File: config.mk
export PLATFORM = sky130hd
export DESIGN_NAME = load_store_unit
export DESIGN_NICKNAME = d
export VERILOG_FILES = /design/src/rtl/load_store_unit.sv
export SDC_FILE = /design/constraint.sdc
export NUM_CORES = 1
export LEC_CHECK = 0
export CORE_UTILIZATION = 41
export CTS_BUF_LIST = sky130_fd_sc_hd__clkbuf_2 sky130_fd_sc_hd__clkbuf_4 sky130_fd_sc_hd__clkbuf_8
export CTS_CLUSTER_DIAMETER = 200
export CTS_CLUSTER_SIZE = 40
export DETAILED_ROUTE_END_ITERATION = 10
export GPL_TIMING_DRIVEN = 0
export HOLD_SLACK_MARGIN = 0.03
export PLACE_DENSITY = 0.74
export SLEW_MARGIN = 20
export SYNTH_ARGS = -nofsm -noshare
export SYNTH_HDL_FRONTEND = slang
export SYNTH_SLANG_ARGS = --single-unit
export TNS_END_PERCENT = 10
File: constraint.sdc
create_clock -name clk -period 3.9 [get_ports clk]
set_input_delay 0.78 -clock clk [delete_from_list [all_inputs] [get_ports clk]]
set_output_delay 0.78 -clock clk [all_outputs]
set_load 0.05 [all_outputs]
File: src/rtl/load_store_unit.sv
// Byte-addressed load/store front end for a word-only data memory.
// Handles sub-word extraction/extension and read-modify-write for sb/sh.
module load_store_unit #(
  parameter int MEM_WORDS = 256
) (
  input  logic        clk,
  input  logic        rst,
  input  logic        req_valid,
  output logic        req_ready,
  input  logic        req_store,
  input  logic [2:0]  req_funct3,
  input  logic [31:0] req_addr,
  input  logic [31:0] req_wdata,
  output logic        resp_valid,
  output logic [31:0] resp_rdata,
  output logic        resp_err,
  output logic [31:0] mem_addr,
  output logic [31:0] mem_din,
  output logic        mem_we,
  output logic        mem_re,
  input  logic [31:0] mem_out
);

  localparam logic [31:0] MemWordsU = 32'(MEM_WORDS);

  typedef enum logic [1:0] {IDLE, READ, WRITE, DONE} state_t;

  state_t      state_q, state_d;
  logic [31:0] addr_q, wdata_q, buf_q;
  logic [2:0]  funct3_q;
  logic        store_q, err_q;

  logic        legal, misal, oor, reqErr, accept;
  logic [31:0] merged, loadData;
  logic [7:0]  laneByte;
  logic [15:0] laneHalf;

  assign accept = (state_q == IDLE) && req_valid;

  // Request decode works on the live inputs so the error path skips memory entirely.
  always_comb begin
    legal = 1'b0;
    misal = 1'b0;
    case (req_funct3)
      3'b000: legal = 1'b1;
      3'b001: begin legal = 1'b1; misal = req_addr[0]; end
      3'b010: begin legal = 1'b1; misal = |req_addr[1:0]; end
      3'b100: legal = !req_store;
      3'b101: begin legal = !req_store; misal = req_addr[0]; end
      default: legal = 1'b0;
    endcase
    oor    = {2'b00, req_addr[31:2]} >= MemWordsU;
    reqErr = !legal || misal || oor;
  end

  always_ff @(posedge clk or posedge rst) begin
    if (rst) begin
      state_q  <= IDLE;
      addr_q   <= '0;
      wdata_q  <= '0;
      funct3_q <= '0;
      store_q  <= 1'b0;
      err_q    <= 1'b0;
      buf_q    <= '0;
    end else begin
      state_q <= state_d;
      if (accept) begin
        addr_q   <= req_addr;
        wdata_q  <= req_wdata;
        funct3_q <= req_funct3;
        store_q  <= req_store;
        err_q    <= reqErr;
      end
      if (state_q == READ) buf_q <= mem_out;
    end
  end

  always_comb begin
    state_d = state_q;
    case (state_q)
      IDLE: begin
        if (req_valid) begin
          if (reqErr)                               state_d = DONE;
          else if (req_store && req_funct3 == 3'b010) state_d = WRITE;
          else                                      state_d = READ;
        end
      end
      READ:    state_d = store_q ? WRITE : DONE;
      WRITE:   state_d = DONE;
      DONE:    state_d = IDLE;
      default: state_d = IDLE;
    endcase
  end

  // Little-endian merge of store data into the word captured during READ.
  always_comb begin
    merged = buf_q;
    case (funct3_q[1:0])
      2'b00:   merged[{addr_q[1:0], 3'b000} +: 8] = wdata_q[7:0];
      2'b01:   merged[{addr_q[1], 4'b0000} +: 16] = wdata_q[15:0];
      default: merged = wdata_q;
    endcase
  end

  always_comb begin
    laneByte = buf_q[{addr_q[1:0], 3'b000} +: 8];
    laneHalf = buf_q[{addr_q[1], 4'b0000} +: 16];
    case (funct3_q)
      3'b000:  loadData = {{24{laneByte[7]}}, laneByte};
      3'b001:  loadData = {{16{laneHalf[15]}}, laneHalf};
      3'b100:  loadData = {24'h0, laneByte};
      3'b101:  loadData = {16'h0, laneHalf};
      default: loadData = buf_q;
    endcase
  end

  always_comb begin
    req_ready  = 1'b0;
    resp_valid = 1'b0;
    resp_err   = 1'b0;
    resp_rdata = '0;
    mem_addr   = '0;
    mem_din    = '0;
    mem_we     = 1'b0;
    mem_re     = 1'b0;
    case (state_q)
      IDLE: req_ready = 1'b1;
      READ: begin
        mem_re   = 1'b1;
        mem_addr = {2'b00, addr_q[31:2]};
      end
      WRITE: begin
        mem_we   = 1'b1;
        mem_addr = {2'b00, addr_q[31:2]};
        mem_din  = merged;
      end
      DONE: begin
        resp_valid = 1'b1;
        resp_err   = err_q;
        resp_rdata = (err_q || store_q) ? 32'h0 : loadData;
      end
      default: ;
    endcase
  end

endmodule

=== Yosys cells after proc, flatten, opt, wreduce, memory -nomap -nowiden ===
Cells that the tools add are included.

* Multiplexer cells: 20
* Eq/ne operators: 12
* Magnitude comparators: 1
* $add $sub $neg: 2
* Shift-type cells: 6
* Reduce and logical (&&, ||, !) cells: 16

{| class="wikitable"
|+ Operators with widths
! kind !! count
|-
| $pmux 32 s4 || 1
|-
| $mux 32 || 3
|-
| $bwmux 32 || 2
|-
| $pmux 32 s2 || 1
|-
| $shift 16x7->32 const A || 1
|-
| $shift 8x7->32 const A || 1
|-
| $shiftx 16x7->32 || 1
|-
| $shiftx 32x6->16 || 1
|-
| $shiftx 32x6->8 || 1
|-
| $shiftx 8x7->32 || 1
|-
| $ge 30x9->1 const B || 1
|-
| $mux 30 || 1
|-
| $neg 5->7 || 2
|-
| $eq 3x3->1 const B || 4
|-
| $pmux 2 s4 || 1
|-
| $reduce_or 2->1 || 4
|-
| $eq 3x1->1 const B || 2
|-
| $logic_not 3->1 || 2
|-
| $mux 1 || 6
|-
| $mux 2 || 3
|-
| $eq 2x1->1 const B || 2
|-
| $eq 2x2->1 const B || 2
|-
| $logic_not 2->1 || 2
|-
| $pmux 1 s2 || 2
|-
| other kinds (6) || 10
|}

* Output and inout bits: 101
* Flip-flop bits (word level): 103
* Word-level logic and storage cells: 64
* Input port bits: 103

=== Longest topological paths before layout ===
Gate-level depths: netlist (run 1).

* Word-level depth: 9
* Gate-level depth with buffers: 9
* Mapped depth without buffers: 6

=== Least setup slack after synthesis (run 1) ===
No wires, ideal clock.

* Path type: register to output
* Start: reg addr_q[1]
* End: out mem_din[0]
* Path slack: 0.363 ns
* Stages on the path, launching flop included: 9
* Arrival time: 2.757 ns
* Buffers on the path: 2
* Required time: 3.120 ns
* Path through: dfrtp_1 buf_4 buf_2 inv_1 ha_1 nand2b_1 o21ai_1 nand3_1 a21boi_0

* Word-level cells in the longest chain between the ends: 5
* Elaborated cells on any way between the ends: 10
* Those cells by class: add/sub: 2; shift: 4; mux: 4

{| class="wikitable"
|+ RTL lines
! what !! RTL line !! text
|-
| start, declared || 29 || <nowiki>logic [31:0] addr_q, wdata_q, buf_q;</nowiki>
|-
| start signal, assigned || 68 || <nowiki>addr_q <= req_addr;</nowiki>
|-
| $neg 5->7 (on tied branches) || 100, 99 ||
|-
| $shiftx 16x7->32 (tied with other cells) || 100 || <nowiki>2'b01: merged[{addr_q[1], 4'b0000} +: 16] = wdata_q[15:0];</nowiki>
|-
| $bwmux 32 (on tied branches) || 100, 99 ||
|-
| $pmux 32 s2 (*) || 98 || <nowiki>case (funct3_q[1:0])</nowiki>
|-
| $mux 32 (*) || 126 || <nowiki>case (state_q)</nowiki>
|-
| end, declared || 18 || <nowiki>output logic [31:0] mem_din,</nowiki>
|}

Every way passes the cells marked *; elsewhere a longest branch is shown, timed or not.

=== Final worst setup path (run 1) ===
* Start: reg addr_q[1]
* End: out mem_din[13]

The elaborated chain is that of the path after synthesis.

==> results.sh, run 1 <==
export IMPL_status="complete, no violations"
export IMPL_diodes=0
export IMPL_slew_violations=0
export IMPL_clock_sinks=103
export IMPL_cts_root_buffer="clkbuf_8"
export IMPL_clockBufferDepth=2
export IMPL_yosysWarnings=0
export IMPL_synth_area_um2=5860
export IMPL_async_flop_share_pct=100
export IMPL_hold_depth=1
export IMPL_grt_overflow=0
export IMPL_rsz0062_at_grt="yes"
export IMPL_drc_errors=0
export IMPL_vias_per_cell=5.67
export IMPL_synth_top_area_share_pct=44.0
export IMPL_dieHeight_um=122
export IMPL_r2r_start="state_q[0]$_DFFE_PP0P_"
export IMPL_min_from="addr_q[6]$_DFFE_PP0P_"
export IMPL_nNetsFinal=893
export IMPL_ys_types=44
export IMPL_setup_violations=0
export IMPL_final_common_cell="clkdlybuf4s50_1"
export IMPL_clk_insertion_delay_late_ns=0.40
export IMPL_maxCapViolCount=0
export IMPL_reg2regPathDepth=6
export IMPL_synth_top_flop_cell="dfrtp_1"
export IMPL_clk_pin_slew_ns=0.10
export IMPL_place_inst=951
export IMPL_cp_arrival_ns=3.05
export IMPL_crit_type="reg -> out"
export IMPL_synth_largest_area_cell="dfrtp_1"
export IMPL_timing_final_crit_period_ns=3.83
export IMPL_drt_iter0_drc=475
export IMPL_cts_made_buffers=9
export IMPL_tns_ns=0
export IMPL_p_leak_uw=0.00368
export IMPL_die_w_um=122
export IMPL_p_total_uw=8220
export IMPL_final_util_pct=59.6
export IMPL_start_util_pct=42.1
export IMPL_drive_gt1_share_pct=21.1
export IMPL_synth_edf_count=0
export IMPL_dpl_hpwl_um=15100
export IMPL_rr_endpoint="wdata_q[15]$_DFFE_PP0P_"
export IMPL_final_hold_viol_count=0
export IMPL_layout_common_cells="clkdlybuf4s50_1, dfrtp_1, mux2_2"
export IMPL_antenna_left=0
export IMPL_finalWirelength_um=19700
export IMPL_port_buffers=201
export IMPL_num_rows=43
export IMPL_grt_total_usage_pct=27.2
export IMPL_cp_end_kind="primary output"
export IMPL_die_area_um2=14800
export IMPL_core_um2=13900
export IMPL_syn_avg_cell_area_um2=10.3
export IMPL_peakVddDrop_mv=0.856
export IMPL_grt_pass1_vias=5602
export IMPL_pin_count=204
export IMPL_wl_per_cell_um=20.4
export IMPL_cp_required_ns=3.12
export IMPL_holdWs_ns=0.508
export IMPL_vias=5473
export IMPL_ys_seq_elements=103
export IMPL_grt_max_degree=58
export IMPL_period_share_pct=98.3
export IMPL_antenna_found_initial=0
export IMPL_synth_yosys_seq_area_share_pct=44.0
export IMPL_gp_congestion=0.938
export IMPL_startpoint_type="flip-flop"
export IMPL_area_growth_pct=41.6
export IMPL_syn_inst=568
export IMPL_grt_pass1_wl_um=29900
export IMPL_rrSetupSlack_ns=1.71
export IMPL_slew_headroom_pct=55.7
export IMPL_hold_end="addr_q[6]$_DFFE_PP0P_"
export IMPL_fin_worst_skew_ns=0.00741
export IMPL_critPathMaxFanout=10
export IMPL_h_tree_depth=3
export IMPL_fmax_mhz=261
export IMPL_dr_pass1_iters=6
export IMPL_stdcell_count=966
export IMPL_min_path_type="reg -> reg"
export IMPL_power_density_nw_per_um2=990
export IMPL_worstMarginPinSlew_ns=0.665
export IMPL_ys_top_cells_by_area="dfrtp_1, mux2_2, and2_1, nor2_1, nand2_1"
export IMPL_cts_tree="built"
## what timing repair did
item | in CTS | in global routing
buffers inserted | 0 | 0
resized for setup | 41 | 66
endpoints found under the setup margin | 27 | 40
endpoints found under the hold margin | 0 | 0
hold buffers | 0 | 0
pin swaps | 0 | 2
## cell type report
| type | count | area (µm²) |
|---|---|---|
| clock buffers | 11 | 145 |
| multi-input cells | 403 | 3040 |
| plain buffers | 44 | 195 |
| well taps | 180 | 225 |
| inverters | 18 | 72.6 |
| flip-flops and latches | 103 | 2580 |
| fillers | 1214 | 5630 |
| clock inverters | 5 | 63.8 |
| repair buffers | 202 | 1980 |
## registers in the layout, summed over array words and instances, names as in the netlist
register and flops:
addr_q 32, buf_q 32, wdata_q 32, funct3_q 3
state_q 2, err_q 1, store_q 1
## worst max-delay path by stage
stage | start | endpoint | slack [ns]
5_1_grt | addr_q[1]$_DFFE_PP0P_ | mem_din[28] | -0.10
2_1_floorplan | addr_q[1]$_DFFE_PP0P_ | mem_din[0] | 0.36
4_1_cts | addr_q[1]$_DFFE_PP0P_ | mem_din[15] | -0.09
3_5_place_dp | addr_q[1]$_DFFE_PP0P_ | mem_din[31] | -0.006
6_report | addr_q[1]$_DFFE_PP0P_ | mem_din[13] | 0.07
3_3_place_gp | rst | buf_q[8]$_DFFE_PP0P_ | -1.07
## worst max-delay path, cell delays in order (launching register included)
cell           delay (ns)
dfrtp_1              0.40
buf_4                0.17
buf_2                0.21
inv_1                0.12
ha_1                 0.35
and4b_2              0.34
a22o_1               0.20
a222oi_1             0.36
nor2b_1              0.08
dlygate4sd2_1        0.43
## logic make-up (layout without fill, tap and decap cells)
family                   after synthesis  in the layout  synth area share (%)
multiplexers                         104            104                  19.7
buffers and inverters                 63            280                  4.52
AO/OA/AOI/OAI                        110            110                  14.6
other                                  1              2                0.0639
adder cells (fa/ha/maj)                9              9                  1.92
flip-flops                           103            103                  44.0
AND/OR/NAND/NOR                      178            178                  15.2
## stage by stage
stage	cell area (µm²)	setup slack, ns
floorplan	5870	0.363
global placement	8110	-1.07
detailed placement	8140	-0.00592
CTS	8330	-0.0861
global route	8300	-0.101
finish	8300	0.0680
## cell usage after synthesis (all sizes together) (14+ instances only)
master	n
dfrtp	103
mux2	93
nor2	39
nand2	38
and2	31
o21ai	26
buf	25
nor3	25
clkbuf	20
inv	18
nor2b	18
a221oi	16
a21oi	14
## metal layers
metal	vias up	GRT usage [%]	share of wire [%]
li1	2473	-	-
met1	2657	33.0	39
met2	296	45.3	49
met3	47	7.58	8.5
met4	0	11.7	3.6
met5	-	0	0
## power by group
part / internal (µW) / leakage (µW) / switching, µW
Sequential: 1610 / 0.00122 / 572
Combinational: 1980 / 0.00235 / 3340
Clock: 329 / 0.000110 / 390
(Power assumes the default switching activity.)
==> run 2, diff against run 1 <==
- CORE_UTILIZATION: 41 -> 47
- PLACE_DENSITY: 0.74 -> 0.83
==> run 2 against run 1 <==
Effect of this change:
- routed wire length shrank 3.2%
- power shrank 1.1%
- sequential cell count is the same
- largest power group unchanged
- fmax shrank 1.5%
- highest routed layer unchanged
- register-to-register slack gained 0.04 ns
- clock-buffer cell count is the same
- worst setup slack lost 0.057 ns
- clock skew shrank 0.0023 ns
==> results.sh, run 2 (same netlist as run 1, synthesis figures left out) <==
export IMPL_status="complete, no violations"
export IMPL_final_util_pct=68.1
export IMPL_drive_gt1_share_pct=20.8
export IMPL_pwr_share_comb_pct=65.0
export IMPL_crit_type="reg -> out"
export IMPL_port_buffers=201
export IMPL_critPathMaxFanout=10
export IMPL_setup_violations=0
export IMPL_min_path_type="reg -> reg"
export IMPL_dr_pass1_iters=5
export IMPL_cp_end_kind="primary output"
export IMPL_slew_headroom_pct=56.4
export IMPL_grt_total_usage_pct=30.1
export IMPL_cp_required_ns=3.12
export IMPL_cts_made_buffers=9
export IMPL_grt_pass1_wl_um=29000
export IMPL_drt_iter0_drc=540
export IMPL_grt_overflow=0
export IMPL_tns_ns=0
export IMPL_slew_violations=0
export IMPL_grt_max_degree=80
export IMPL_rsz0062_at_grt="yes"
export IMPL_cts_root_buffer="clkbuf_8"
export IMPL_pwr_share_seq_pct=27.0
export IMPL_clock_sinks=103
export IMPL_grt_pass1_vias=5462
export IMPL_drc_errors=0
export IMPL_period_share_pct=99.7
export IMPL_final_hold_viol_count=0
export IMPL_p_int_uw=3850
export IMPL_dpl_hpwl_um=14600
export IMPL_timing_final_crit_period_ns=3.89
export IMPL_diodes=0
export IMPL_gp_congestion=0.948
export IMPL_pin_count=204
export IMPL_layout_common_cells="clkdlybuf4s50_1, dfrtp_1, mux2_2"
export IMPL_die_w_um=114
export IMPL_antenna_found_initial=0
export IMPL_p_total_uw=8130
export IMPL_maxCapViolCount=0
export IMPL_power_density_nw_per_um2=987
export IMPL_cp_arrival_ns=3.11
export IMPL_die_area_um2=12900
export IMPL_fin_worst_skew_ns=0.00516
export IMPL_p_leak_uw=0.00368
export IMPL_nNetsFinal=894
export IMPL_final_common_cell="clkdlybuf4s50_1"
export IMPL_cts_tree="built"
export IMPL_area_growth_pct=40.6
export IMPL_wl_per_cell_um=20.0
export IMPL_core_um2=12100
export IMPL_num_rows=40
export IMPL_cts_hold_buf=0
export IMPL_peakVddDrop_mv=0.836
export IMPL_start_util_pct=48.4
export IMPL_holdWs_ns=0.507
export IMPL_cts_setup_buffers=0
export IMPL_finalWirelength_um=19100
export IMPL_vias_per_cell=5.78
export IMPL_vias=5523
export IMPL_startpoint_type="flip-flop"
export IMPL_dieHeight_um=114
export IMPL_antenna_left=0
export IMPL_h_tree_depth=3
export IMPL_clk_insertion_delay_late_ns=0.39
export IMPL_power_switching_uw=4280
export IMPL_clk_pin_slew_ns=0.10
export IMPL_reg_largest_list="addr_q x32, buf_q x32, wdata_q x32"
export IMPL_p_sw_share_pct=52.7
export IMPL_fmax_mhz=257
export IMPL_pwr_share_clk_pct=8.0
export IMPL_clockBufferDepth=2
export IMPL_worstMarginPinSlew_ns=0.654
run 2: what timing repair did:
action | in CTS | in global routing
endpoints found under the setup margin | 24 | 43
cloned | 0 | 0
pin swaps | 0 | 1
gates resized for setup | 35 | 67
run 2: critical path: stages, from the launching register on:
cell             delay [ns]
dfrtp_1                0.41
buf_4                  0.17
buf_2                  0.19
inv_1                  0.11
ha_1                   0.33
nand2b_1               0.16
o21ai_1                0.40
nand3_1                0.17
a21boi_0               0.23
clkdlybuf4s15_1        0.53
run 2: stage by stage:
stage	setup WS [ns]	cells	cell area [µm²]
after global routing	-0.166	955	8240
after global placement	-0.996	938	8090
after CTS	-0.0238	955	8290
final	0.0113	955	8240
after detailed placement	0.0914	939	8120
after floorplan	0.363	569	5870
run 2: final timing paths:
kind                       slack [ns]  cells after the start                   start                      end
hold reg to reg                  0.51                      1  addr_q[25]$_DFFE_PP0P_   addr_q[25]$_DFFE_PP0P_
setup / recovery                 0.01                      9   addr_q[1]$_DFFE_PP0P_               mem_din[5]
hold / removal                   0.51                      1  addr_q[25]$_DFFE_PP0P_   addr_q[25]$_DFFE_PP0P_
setup reg to reg                 1.75                      6  state_q[0]$_DFFE_PP0P_  wdata_q[18]$_DFFE_PP0P_
min in group asynchronous        0.69                      2                     rst    addr_q[2]$_DFFE_PP0P_
max in group asynchronous        2.55                      3                     rst   wdata_q[3]$_DFFE_PP0P_
run 2: power groups by stage:
stage	clock network, µW	logic (µW)	registers (µW)
2_1_floorplan	0	3880	1910
3_3_place_gp	0	5250	2160
3_5_place_dp	0	5350	2180
4_1_cts	664	5300	2160
5_1_grt	708	5610	2230
6_report	651	5290	2190
run 2: per-layer routing:
metal	vias up	global-route usage, %	routed length, µm
met5	-	0	0
met4	0	15.3	859
met3	71	8.50	1860
met2	322	50.5	9180
met1	2668	35.3	7170
li1	2462	-	-
run 2: cell type report:
type / instances / area (µm²)
plain buffers: 45 / 200
clock buffers: 11 / 145
clock inverters: 5 / 38.8
fillers: 979 / 3870
inverters: 18 / 72.6
multi-input cells: 403 / 3030
flip-flops and latches: 103 / 2580
well taps: 168 / 210
repair buffers: 202 / 1970
==> run 3, diff against run 2 <==
--- a/constraint.sdc
+++ b/constraint.sdc
@@ -3,2 +3,2 @@
 set_output_delay 0.78 -clock clk [all_outputs]
-set_load 0.05 [all_outputs]
+set_load 0.1 [all_outputs]
==> run 3 against run 2 <==
Effect of this change:
- critical path depth down 1
- utilization down 0.93 points
- fmax up 0.28%
- critical path type unchanged
- first-iteration DRC count up 0.19%
- highest routed layer unchanged
- critical endpoint is now mem_din[19]
==> results.sh, run 3 (same netlist as run 1, synthesis figures left out) <==
export IMPL_finalWirelength_um=19000
export IMPL_h_tree_depth=3
export IMPL_grt_pass1_wl_um=29000
export IMPL_die_area_um2=12900
export IMPL_clockBufferDepth=2
export IMPL_start_util_pct=48.4
export IMPL_core_um2=12100
export IMPL_cts_tree="built"
export IMPL_nNetsFinal=893
export IMPL_grt_max_degree=80
export IMPL_r2r_start="state_q[0]$_DFFE_PP0P_"
export IMPL_vias=5490
export IMPL_slew_violations=0
export IMPL_num_rows=40
export IMPL_dieHeight_um=114
export IMPL_fillers=1003
export IMPL_final_common_cell="clkdlybuf4s50_1"
export IMPL_wl_per_cell_um=19.9
export IMPL_cts_root_buffer="clkbuf_8"
export IMPL_cts_hold_buf=0
export IMPL_tns_ns=0
export IMPL_fmax_mhz=258
export IMPL_final_hold_viol_count=0
export IMPL_dr_pass1_iters=6
export IMPL_crit_path_max_incr_delay_ns=0.72
export IMPL_grt_total_usage_pct=30.1
export IMPL_crit_slowest_cell="clkdlybuf4s15_1"
export IMPL_port_buffers=201
export IMPL_place_inst=939
export IMPL_layout_common_cells="clkdlybuf4s50_1, dfrtp_1, mux2_2"
export IMPL_startpoint_type="flip-flop"
export IMPL_area_growth_pct=38.7
export IMPL_cp_startpoint="addr_q[1]$_DFFE_PP0P_"
export IMPL_cts_made_buffers=9
export IMPL_drive_gt1_share_pct=23.2
export IMPL_stdcell_count=954
export IMPL_clock_sinks=103
export IMPL_cts_setup_buffers=0
export IMPL_grt_pass1_vias=5442
export IMPL_antenna_found_initial=0
export IMPL_dpl_hpwl_um=14600
export IMPL_place_area_um2=8120
export IMPL_vias_per_cell=5.75
export IMPL_final_area_um2=8130
export IMPL_setup_violations=0
export IMPL_path_cells="buf_4, buf_2, inv_1, ha_1, a32o_1, a221oi_1, nor2_1, clkdlybuf4s15_1"
export IMPL_timing_final_crit_period_ns=3.88
export IMPL_final_util_pct=67.1
export IMPL_cp_arrival_ns=3.10
export IMPL_drt_iter0_drc=541
export IMPL_min_path_type="reg -> reg"
export IMPL_cp_required_ns=3.12
export IMPL_status="complete, no violations"
export IMPL_grt_overflow=0
export IMPL_fin_worst_skew_ns=0.00506
export IMPL_diodes=0
export IMPL_maxCapViolCount=0
export IMPL_cp_end_kind="primary output"
export IMPL_reg_largest_list="addr_q x32, buf_q x32, wdata_q x32"
export IMPL_drc_errors=0
export IMPL_pin_count=204
export IMPL_critPathMaxFanout=10
export IMPL_rsz0062_at_grt="yes"
export IMPL_period_share_pct=99.4
export IMPL_crit_type="reg -> out"
export IMPL_clk_insertion_delay_late_ns=0.39
export IMPL_worstMarginPinSlew_ns=1.01
export IMPL_min_from="addr_q[25]$_DFFE_PP0P_"
export IMPL_antenna_left=0
export IMPL_clk_pin_slew_ns=0.10
export IMPL_slew_headroom_pct=32.2
export IMPL_die_w_um=114
export IMPL_gp_congestion=0.948
[run 3: critical path: cells and delay by family, from the launching register on]
family                     cells  cell delay [ns]
adders and majority gates      1             0.33
buffers and inverters          4             1.20
AOI/OAI and AO/OA              2             0.67
and+or+nand+nor                1             0.09
DFF                            1             0.41
[run 3: path summary, 6_finish.rpt]
check | end | slack (ns) | cells past startpoint
min in group asynchronous | addr_q[2]$_DFFE_PP0P_ | 0.69 | 2
max | mem_din[19] | 0.02 | 8
min reg2reg | addr_q[25]$_DFFE_PP0P_ | 0.51 | 1
min | addr_q[25]$_DFFE_PP0P_ | 0.51 | 1
max reg2reg | wdata_q[18]$_DFFE_PP0P_ | 1.76 | 6
max in group asynchronous | wdata_q[3]$_DFFE_PP0P_ | 2.55 | 3
[run 3: cell type report]
class	instances	area [µm²]	area share (%)
timing repair buffer	202	1870	23.0
clock buffer	11	145	1.78
multi-input combinational	403	3030	37.2
tap	168	210	2.59
clock inverter	5	38.8	0.477
sequential	103	2580	31.7
buffer	44	195	2.40
inverter	18	72.6	0.892
[run 3: metal layers]
metal	up-vias	part of all wire, %	GRT usage, %
li1	2462	-	-
met1	2641	38	35.2
met2	324	48	50.5
met3	63	9.5	8.50
met4	0	4.3	15.4
met5	-	0	0
[run 3: what timing repair did]
item / in CTS / in global routing
endpoints found under the setup margin: 59 / 49
cloned: 0 / 0
gates resized for setup: 148 / 69
pin swaps: 0 / 1
[run 3: per-stage QoR]
| stage | worst slack, ns | hold WS, ns |
|---|---|---|
| global placement | -0.996 | 0.479 |
| finish | 0.0220 | 0.506 |
| global route | -0.221 | 0.529 |
| detailed placement | -0.240 | 0.486 |
| floorplan | -0.776 | 0.471 |
| CTS | -0.276 | 0.511 |
Power of run 3 is left out: the tool's default activity adds up to more than one toggle a clock period on the data nets, which glitch-free logic cannot reach.
